**src/rtl/sprite_line_scheduler.sv**
```systemverilog
// sprite_line_scheduler
//
// Shares one sprite line engine among NSPR sprite slots. On each line
// pulse the scheduler walks the slots in index order, one slot per cycle.
// Each enabled slot whose bitmap covers the current screen row is handed to
// the engine through a start/done handshake. At most MAX_ACT slots are
// issued per line. A visible slot that is skipped because the per-line
// budget is used up raises a sticky overflow flag.
//
// Ports:
//   clk, rst      clock, synchronous active-high reset
//   line          start-of-active-line pulse; restarts the scan in any state
//   sy            signed screen row, captured on the line pulse
//   spr_x_flat    packed signed sprite X, slot i at [i*CORDW +: CORDW]
//   spr_y_flat    packed signed sprite Y, same packing
//   spr_en        per-slot enable
//   eng_start     one-cycle start pulse to the engine
//   eng_id        slot index of the issued job
//   eng_sprx      X of the issued slot
//   eng_row       bitmap row of the issued slot
//   eng_abort     one-cycle pulse cancelling an in-flight engine job
//   eng_done      engine finished its current job (one-cycle pulse)
//   busy          scheduler is not idle
//   n_served      number of slots issued on this line
//   overflow      a visible, enabled slot was skipped on this line
//   line_done     one-cycle pulse when the scan of all slots completes
module sprite_line_scheduler #(
  parameter int CORDW      = 16,
  parameter int NSPR       = 4,
  parameter int MAX_ACT    = 2,
  parameter int SPR_HEIGHT = 8,
  parameter int SPR_SCALE  = 0
) (
  input  logic                            clk,
  input  logic                            rst,
  input  logic                            line,
  input  logic signed [CORDW-1:0]         sy,
  input  logic [NSPR*CORDW-1:0]           spr_x_flat,
  input  logic [NSPR*CORDW-1:0]           spr_y_flat,
  input  logic [NSPR-1:0]                 spr_en,
  output logic                            eng_start,
  output logic [$clog2(NSPR)-1:0]         eng_id,
  output logic signed [CORDW-1:0]         eng_sprx,
  output logic [$clog2(SPR_HEIGHT)-1:0]   eng_row,
  output logic                            eng_abort,
  input  logic                            eng_done,
  output logic                            busy,
  output logic [$clog2(MAX_ACT+1)-1:0]    n_served,
  output logic                            overflow,
  output logic                            line_done
);

  localparam int IDW  = $clog2(NSPR);
  localparam int ROWW = $clog2(SPR_HEIGHT);
  localparam int NSW  = $clog2(MAX_ACT + 1);

  localparam logic [IDW-1:0]          LAST_IDX = IDW'(NSPR - 1);
  localparam logic [NSW-1:0]          MAX_CNT  = NSW'(MAX_ACT);
  localparam logic signed [CORDW-1:0] HEIGHT_C = CORDW'(SPR_HEIGHT);

  typedef enum logic [1:0] {
    ST_IDLE = 2'd0,
    ST_SCAN = 2'd1,
    ST_WAIT = 2'd2
  } state_t;

  // Source row of the sprite bitmap hit by screen row row_sy. The subtraction
  // wraps at CORDW bits and the scale divide is an arithmetic shift, so rows
  // above the sprite stay negative and are rejected by the sign test.
  function automatic logic signed [CORDW-1:0] row_diff(
    input logic signed [CORDW-1:0] row_sy,
    input logic signed [CORDW-1:0] row_y
  );
    logic signed [CORDW-1:0] d;
    d = row_sy - row_y;
    return d >>> SPR_SCALE;
  endfunction

  state_t                  state_r, state_nx;
  logic [IDW-1:0]          idx_r, idx_nx;
  logic signed [CORDW-1:0] sy_r, sy_nx;
  logic [NSW-1:0]          n_served_r, n_served_nx;
  logic                    overflow_r, overflow_nx;
  logic                    eng_start_r, eng_start_nx;
  logic                    eng_abort_r, eng_abort_nx;
  logic [IDW-1:0]          eng_id_r, eng_id_nx;
  logic signed [CORDW-1:0] eng_sprx_r, eng_sprx_nx;
  logic [ROWW-1:0]         eng_row_r, eng_row_nx;
  logic                    line_done_r, line_done_nx;
  logic                    busy_r, busy_nx;

  logic signed [CORDW-1:0] spr_x_s [NSPR];
  logic signed [CORDW-1:0] spr_y_s [NSPR];
  logic signed [CORDW-1:0] sel_x_s;
  logic signed [CORDW-1:0] sel_y_s;
  logic                    sel_en_s;
  logic signed [CORDW-1:0] diff_s;
  logic                    vis_s;
  logic                    last_s;
  logic                    full_s;

  for (genvar g = 0; g < NSPR; g++) begin : g_unpack
    assign spr_x_s[g] = spr_x_flat[g*CORDW +: CORDW];
    assign spr_y_s[g] = spr_y_flat[g*CORDW +: CORDW];
  end

  // Positions are read live for the slot under evaluation.
  assign sel_x_s  = spr_x_s[idx_r];
  assign sel_y_s  = spr_y_s[idx_r];
  assign sel_en_s = spr_en[idx_r];
  assign diff_s   = row_diff(sy_r, sel_y_s);
  assign vis_s    = sel_en_s && !diff_s[CORDW-1] && (diff_s < HEIGHT_C);
  assign last_s   = (idx_r == LAST_IDX);
  assign full_s   = (n_served_r == MAX_CNT);

  // Next-state and next-output logic; the line pulse overrides every state.
  always_comb begin
    state_nx     = state_r;
    idx_nx       = idx_r;
    sy_nx        = sy_r;
    n_served_nx  = n_served_r;
    overflow_nx  = overflow_r;
    eng_start_nx = 1'b0;
    eng_abort_nx = 1'b0;
    eng_id_nx    = eng_id_r;
    eng_sprx_nx  = eng_sprx_r;
    eng_row_nx   = eng_row_r;
    line_done_nx = 1'b0;

    if (line) begin
      sy_nx        = sy;
      idx_nx       = {IDW{1'b0}};
      n_served_nx  = {NSW{1'b0}};
      overflow_nx  = 1'b0;
      state_nx     = ST_SCAN;
      // Only a job actually in flight needs cancelling.
      eng_abort_nx = (state_r == ST_WAIT);
    end else begin
      case (state_r)
        ST_IDLE: begin
          state_nx = ST_IDLE;
        end
        ST_SCAN: begin
          if (vis_s && !full_s) begin
            eng_id_nx    = idx_r;
            eng_sprx_nx  = sel_x_s;
            eng_row_nx   = diff_s[ROWW-1:0];
            eng_start_nx = 1'b1;
            n_served_nx  = n_served_r + NSW'(1);
            state_nx     = ST_WAIT;
          end else begin
            if (vis_s) begin
              overflow_nx = 1'b1;
            end else begin
              overflow_nx = overflow_r;
            end
            if (last_s) begin
              state_nx     = ST_IDLE;
              line_done_nx = 1'b1;
            end else begin
              idx_nx   = idx_r + IDW'(1);
              state_nx = ST_SCAN;
            end
          end
        end
        ST_WAIT: begin
          // Done may coincide with the start cycle; it is accepted either way.
          if (eng_done) begin
            if (last_s) begin
              state_nx     = ST_IDLE;
              line_done_nx = 1'b1;
            end else begin
              idx_nx   = idx_r + IDW'(1);
              state_nx = ST_SCAN;
            end
          end else begin
            state_nx = ST_WAIT;
          end
        end
        default: begin
          state_nx = ST_IDLE;
        end
      endcase
    end

    busy_nx = (state_nx != ST_IDLE);
  end

  // State and output registers with synchronous reset.
  always_ff @(posedge clk) begin
    if (rst) begin
      state_r     <= ST_IDLE;
      idx_r       <= {IDW{1'b0}};
      sy_r        <= {CORDW{1'b0}};
      n_served_r  <= {NSW{1'b0}};
      overflow_r  <= 1'b0;
      eng_start_r <= 1'b0;
      eng_abort_r <= 1'b0;
      eng_id_r    <= {IDW{1'b0}};
      eng_sprx_r  <= {CORDW{1'b0}};
      eng_row_r   <= {ROWW{1'b0}};
      line_done_r <= 1'b0;
      busy_r      <= 1'b0;
    end else begin
      state_r     <= state_nx;
      idx_r       <= idx_nx;
      sy_r        <= sy_nx;
      n_served_r  <= n_served_nx;
      overflow_r  <= overflow_nx;
      eng_start_r <= eng_start_nx;
      eng_abort_r <= eng_abort_nx;
      eng_id_r    <= eng_id_nx;
      eng_sprx_r  <= eng_sprx_nx;
      eng_row_r   <= eng_row_nx;
      line_done_r <= line_done_nx;
      busy_r      <= busy_nx;
    end
  end

  assign eng_start = eng_start_r;
  assign eng_abort = eng_abort_r;
  assign eng_id    = eng_id_r;
  assign eng_sprx  = eng_sprx_r;
  assign eng_row   = eng_row_r;
  assign busy      = busy_r;
  assign n_served  = n_served_r;
  assign overflow  = overflow_r;
  assign line_done = line_done_r;

endmodule

```
**config.mk**
```make
export PLATFORM = sky130hd
export DESIGN_NAME = sprite_line_scheduler
export DESIGN_NICKNAME = d
export VERILOG_FILES = /design/src/rtl/sprite_line_scheduler.sv
export SDC_FILE = /design/constraint.sdc
export NUM_CORES = 1
export LEC_CHECK = 0
export BUFFER_PORTS_ARGS = -buffer_cell sky130_fd_sc_hd__clkbuf_2
export CORE_MARGIN = 4
export CORE_UTILIZATION = 47
export CTS_BUF_LIST = sky130_fd_sc_hd__clkbuf_16
export CTS_CLUSTER_DIAMETER = 50
export CTS_CLUSTER_SIZE = 12
export DETAILED_ROUTE_END_ITERATION = 10
export PLACE_DENSITY = 0.8
export SLEW_MARGIN = 10
export SYNTH_ARGS = -nofsm -noshare
export SYNTH_HDL_FRONTEND = slang
export SYNTH_SLANG_ARGS = --single-unit
```
**constraint.sdc**
```tcl
create_clock -name clk -period 4.76 [get_ports clk]
set_input_delay 0.476 -clock clk [delete_from_list [all_inputs] [get_ports clk]]
set_output_delay 0.476 -clock clk [all_outputs]
set_load 0.1 [all_outputs]
```
-- Word-level counts from Yosys, hierarchy flattened
Index checks and enable logic that the tools add are counted.
- register bits: 48
- output and inout bits: 28
- logic and storage cells: 64
- eq/ne operators: 6
- reduce and logical (&&, ||, !) cells: 14
- muxes and demuxes: 22
- magnitude comparators: 3
- add/subtract/negate cells: 3
- bitwise operators: 4
- operators with widths (kind ; count):
    $bmux W16 S2 ; 2
    $mux W16 ; 4
    $lt A16 B5 Y1 const B ; 1
    $sub A16 B16 Y16 ; 1
    $mux W2 ; 6
    $reduce_and A3 Y1 ; 3
    $pmux W2 S2 ; 2
    $eq A2 B2 Y1 const B ; 3
    $mux W1 ; 6
    $add A2 B1 Y2 const B ; 2
    $ne A2 B2 Y1 const B ; 2
    $reduce_bool A2 Y1 ; 2
    $reduce_or A2 Y1 ; 2
    $ge A3 B3 Y1 const B ; 1
    $logic_and A1 B1 Y1 ; 3
    $lt A2 B3 Y1 const B ; 1
    $not A1 Y1 ; 3
    $not A2 Y3 ; 1
    $reduce_or A3 Y1 ; 1
    $bmux W1 S2 ; 1
    $eq A2 B1 Y1 const B ; 1
    $logic_not A1 Y1 ; 2
    $pmux W1 S2 ; 1
    $reduce_and A2 Y1 ; 1

-- Depth between registers and ports, before layout
- depth in word-level cells: 13
- gate-level depth with buffers: 16
- mapped depth without buffers: 12

-- Least setup slack after synthesis
No wires, ideal clock.
- path kind: register -> register
- start point: reg idx_r[0]
- end point: reg eng_sprx_r[2] (netlist: eng_sprx[2])
- data required time: 4.632 ns
- slack: 0.793 ns
- cell stages (with the launch flop): 14
- period minus slack after synthesis: 3.967 ns
- data arrival time: 3.839 ns
- cells stage by stage: dfxtp_1 -> buf_6 -> buf_1 -> mux4_2 -> fa_1 -> nand2b_1 -> a21oi_1 -> o32ai_1 -> or4_1 -> nand4b_4 -> nor3_4 -> buf_6 -> mux2i_1 -> nor2_1
- word-level cells in the longest chain between the ends: 10
- elaborated cells between the ends (all ways): 16
- RTL lines (item ; RTL line ; RTL):
    start: declaration ; 80 ; logic [IDW-1:0] idx_r, idx_nx;
    start signal: assignment ; 193 ; idx_r <= {IDW{1'b0}};
    start signal: assignment ; 206 ; idx_r <= idx_nx;
    parallel branches: the longest is 10 deep, another holds $sub A16 B16 Y16 ; n/a ;
    end signal: assignment ; 200 ; eng_sprx_r <= {CORDW{1'b0}};
    end signal: assignment ; 213 ; eng_sprx_r <= eng_sprx_nx;
    end: declaration ; 87 ; logic signed [CORDW-1:0] eng_sprx_r, eng_sprx_nx;
Several ways; the timed one is not identified. The select of a mux whose other input is x is not followed.
A chain may end at the register's enable or synchronous reset.

-- Final worst setup path
- start point: reg idx_r[1]
- end point: reg eng_sprx_r[7] (netlist: eng_sprx[7])
Same word-level chain as after synthesis.

==> results.yml <==
run:
  cap_viol_max_count: 0
setup_path:
  critical-path-slowest-cell: "dfxtp_1"
  startpoint_type: "register"
  cp-end-kind: "register"
  slowest_delay_ns: 0.90
  crit_path_max_fanout: 21
  arrival_ns: 4.51
  worstSetupPathType: "register to register"
  critPathRequiredTime_ns: 4.90
  crit_chain: "mux4_2 > inv_1 > ha_1 > nor2b_1 > o2111ai_2 > a211oi_2 > nor4b_1 > o41ai_1 > nand4_2 > nor3_4 > buf_4 > mux2i_1 > nor2_1"
timing:
  hold_viol: 0
  min_period_ns: 4.37
  finalSetupViolations: 0
  worstMarginPinSlew_ns: 0.892
  relSlewSlack_pct: 40.5
  skew_ns: 0.00788
  fin_crit_sh_pct: 91.8
  setup_tns_ns: 0
  max_freq_ghz: 0.229
  final_max_slew_viol_count: 0
  rsz0062_at_grt: "false"
synth:
  ys.flop_type: "dfxtp_1"
  ys_ff_latch: 48
  ys_warn_count: 0
  async_flop_share_pct: 0
  synth.avg_cell_area_sq_um: 9.82
  synthDistinctLibCells: 57
  syn_inst: 368
  yosysSeqAreaShare_pct: 26.6
  netlist_area_sq_mm: 0.00361
  synth_nets: 540
  synth_edf_count: 0
die:
  io_pins: 180
  row_count: 31
  die_w_um: 95.7
  start_util_pct: 49.0
  die-area_sq_mm: 0.00915
  dieHeight_um: 95.7
  core-area_sq_mm: 0.00737
routing:
  vias: 3574
  first_iter_violations: 245
  vias_per_cell: 5.61
  drc_errors: 0
  dr.pass1.iters: 5
  wl_per_cell_um: 16.9
  antenna_left: 0
  wl_um: 10700
power:
  p_per_area_mw_per_mm2: 234
  leakage_nw: 2.17
  peakVddDrop_mv: 0.177
place:
  placed_cell_area_sq_mm: 0.00455
  place_congestion: 0.953
  numPortBuffers: 179
  hpwl_um: 8660
global_route:
  grt_pass1_vias: 3766
  grt_max_degree: 44
  gr-total-overflow: 0
  grt_first_pass_wirelength_um: 17000
  grt_antenna_before_repair: 0
  track_usage_pct: 23.8
final_layout:
  fin_nets: 709
  area_growth_pct: 30.7
  regArea_sq_um: 965
  final_common_cell: "clkbuf_2"
  antenna_cells_inserted: 0
  multi_input_area_sq_mm: 0.00245
  n_fill_cell: 613
  final_cell_mix: "clkbuf_2, nor2_1, dfxtp_1, mux2i_1, mux4_2"
  final_cell_area_sq_mm: 0.00472
  drive_gt1_share_pct: 43.5
cts:
  ctsHoldBuffers: 0
  cts_root_buffer: "clkbuf_16"
  cts_sinks: 48
  path_clk_slew_ns: 0.07
  clkLatencyLatePin_ns: 0.29
  post-cts-setup-buffer-count: 0
  cts_buffers: 5
  tritoncts: "yes"
  clock_path_buffers: 2
  htreeDepth: 2
outcome:
  status: "finished clean"
min_path:
  hp-class: "primary input to register"
## layout make-up
type                            count  area share (%)
Multi-Input combinational cell    275            52.0
Sequential cell                    48            20.4
Timing Repair Buffer              182            19.5
Clock buffer                        5            2.65
Tap cell                           99            2.62
Inverter                           25            1.99
Clock inverter                      3           0.822
## critical path, delay by kind of cell, from the launching register on
family          cells  cell delay (ns)
mux                 2             0.65
fa+ha+maj           1             0.27
compound gates      3             1.08
buf+inv             2             0.41
simple gates        5             0.90
flops               1             0.90
## stage by stage
step,util (%),worst slack [ns],std cells,power (mW),hold WS [ns]
3_5_place_dp,61.8,0.352,629,0.711,0.467
2_1_floorplan,-,0.793,368,0.613,0.460
5_1_grt,64.0,0.0420,637,1.16,0.437
4_1_cts,64.0,0.323,637,1.11,0.423
6_report,64.0,0.390,637,1.10,0.422
3_3_place_gp,61.8,0.501,629,0.703,0.459
## cells by family (layout without fill, tap and decap cells)
logic type / count (synthesis) / after routing / share of synthesized area (%)
mux: 73 / 73 / 31.7
compound gates: 66 / 66 / 12.7
flops: 48 / 48 / 26.6
fa+ha+maj: 20 / 20 / 7.14
simple gates: 113 / 113 / 15.6
buf+inv: 45 / 215 / 5.44
xor+xnor: 3 / 3 / 0.935
## metal layers
layer / up-vias / wire length (um) / global-route usage [%]
met2: 146 / 5920 / 44.6
met5: - / 0 / 0
li1: 1710 / - / -
met1: 1688 / 3860 / 25.4
met3: 30 / 616 / 5.60
met4: 0 / 345 / 9.60
## flip-flops by register name, summed over array words and instances (netlist names)
signal     cells
state_r        2
overflow       1
eng_abort      1
sy_r          16
busy           1
eng_id         2
eng_row        3
eng_sprx      16
line_done      1
idx_r          2
n_served       2
eng_start      1
## where the power goes
part	leakage, nW	switching, mW	internal, mW	total, mW
clock network	0.0850	0.151	0.245	0.396
logic	1.69	0.145	0.143	0.288
registers	0.391	0.00877	0.411	0.419
total	2.17	0.305	0.799	1.10
## synth_stat cells (2+ instances only)
master / count / area (sq um)
nor2_1: 54 / 203
dfxtp_1: 48 / 961
mux2i_1: 40 / 400
mux4_2: 33 / 743
inv_1: 24 / 90.1
ha_1: 19 / 238
nand2_1: 18 / 67.6
a21oi_1: 15 / 75.1
clkbuf_1: 11 / 41.3
o21ai_0: 8 / 40.0
o21a_1: 7 / 52.6
nand3_1: 5 / 25.0
nor3_1: 5 / 25.0
o21ai_1: 5 / 25.0
buf_2: 4 / 20.0
nand2b_1: 4 / 25.0
or3_1: 4 / 25.0
a22oi_1: 3 / 22.5
a31oi_1: 3 / 18.8
and2_1: 3 / 18.8
buf_6: 3 / 33.8
nor2b_1: 3 / 18.8
o211ai_1: 3 / 22.5
or2_2: 3 / 18.8
or4_1: 3 / 22.5
a211o_1: 2 / 17.5
a21o_1: 2 / 15.0
a311oi_1: 2 / 17.5
and4_1: 2 / 17.5
buf_1: 2 / 7.51
nor4_1: 2 / 12.5
o21bai_1: 2 / 15.0
xnor2_1: 2 / 17.5
## final timing paths
path                                            endpoint  depth (start not counted)  slack, ns                   from
worst min-delay path                sy_r[3]$_SDFFE_PP0P_                          3       0.42                  sy[3]
worst max-delay path            eng_sprx[7]$_SDFFE_PP0P_                         13       0.39  idx_r[1]$_SDFFE_PP0P_
worst max register to register  eng_sprx[7]$_SDFFE_PP0P_                         13       0.39  idx_r[1]$_SDFFE_PP0P_
worst min register to register     overflow$_SDFFE_PP0P_                          2       0.48  overflow$_SDFFE_PP0P_
## what timing repair did
action | 4_1_cts | 5_1_grt
setup endpoints to repair | 0 | 4
gates resized for setup | 0 | 1
hold endpoints to repair | 0 | 0
(Power assumes the default switching activity.)
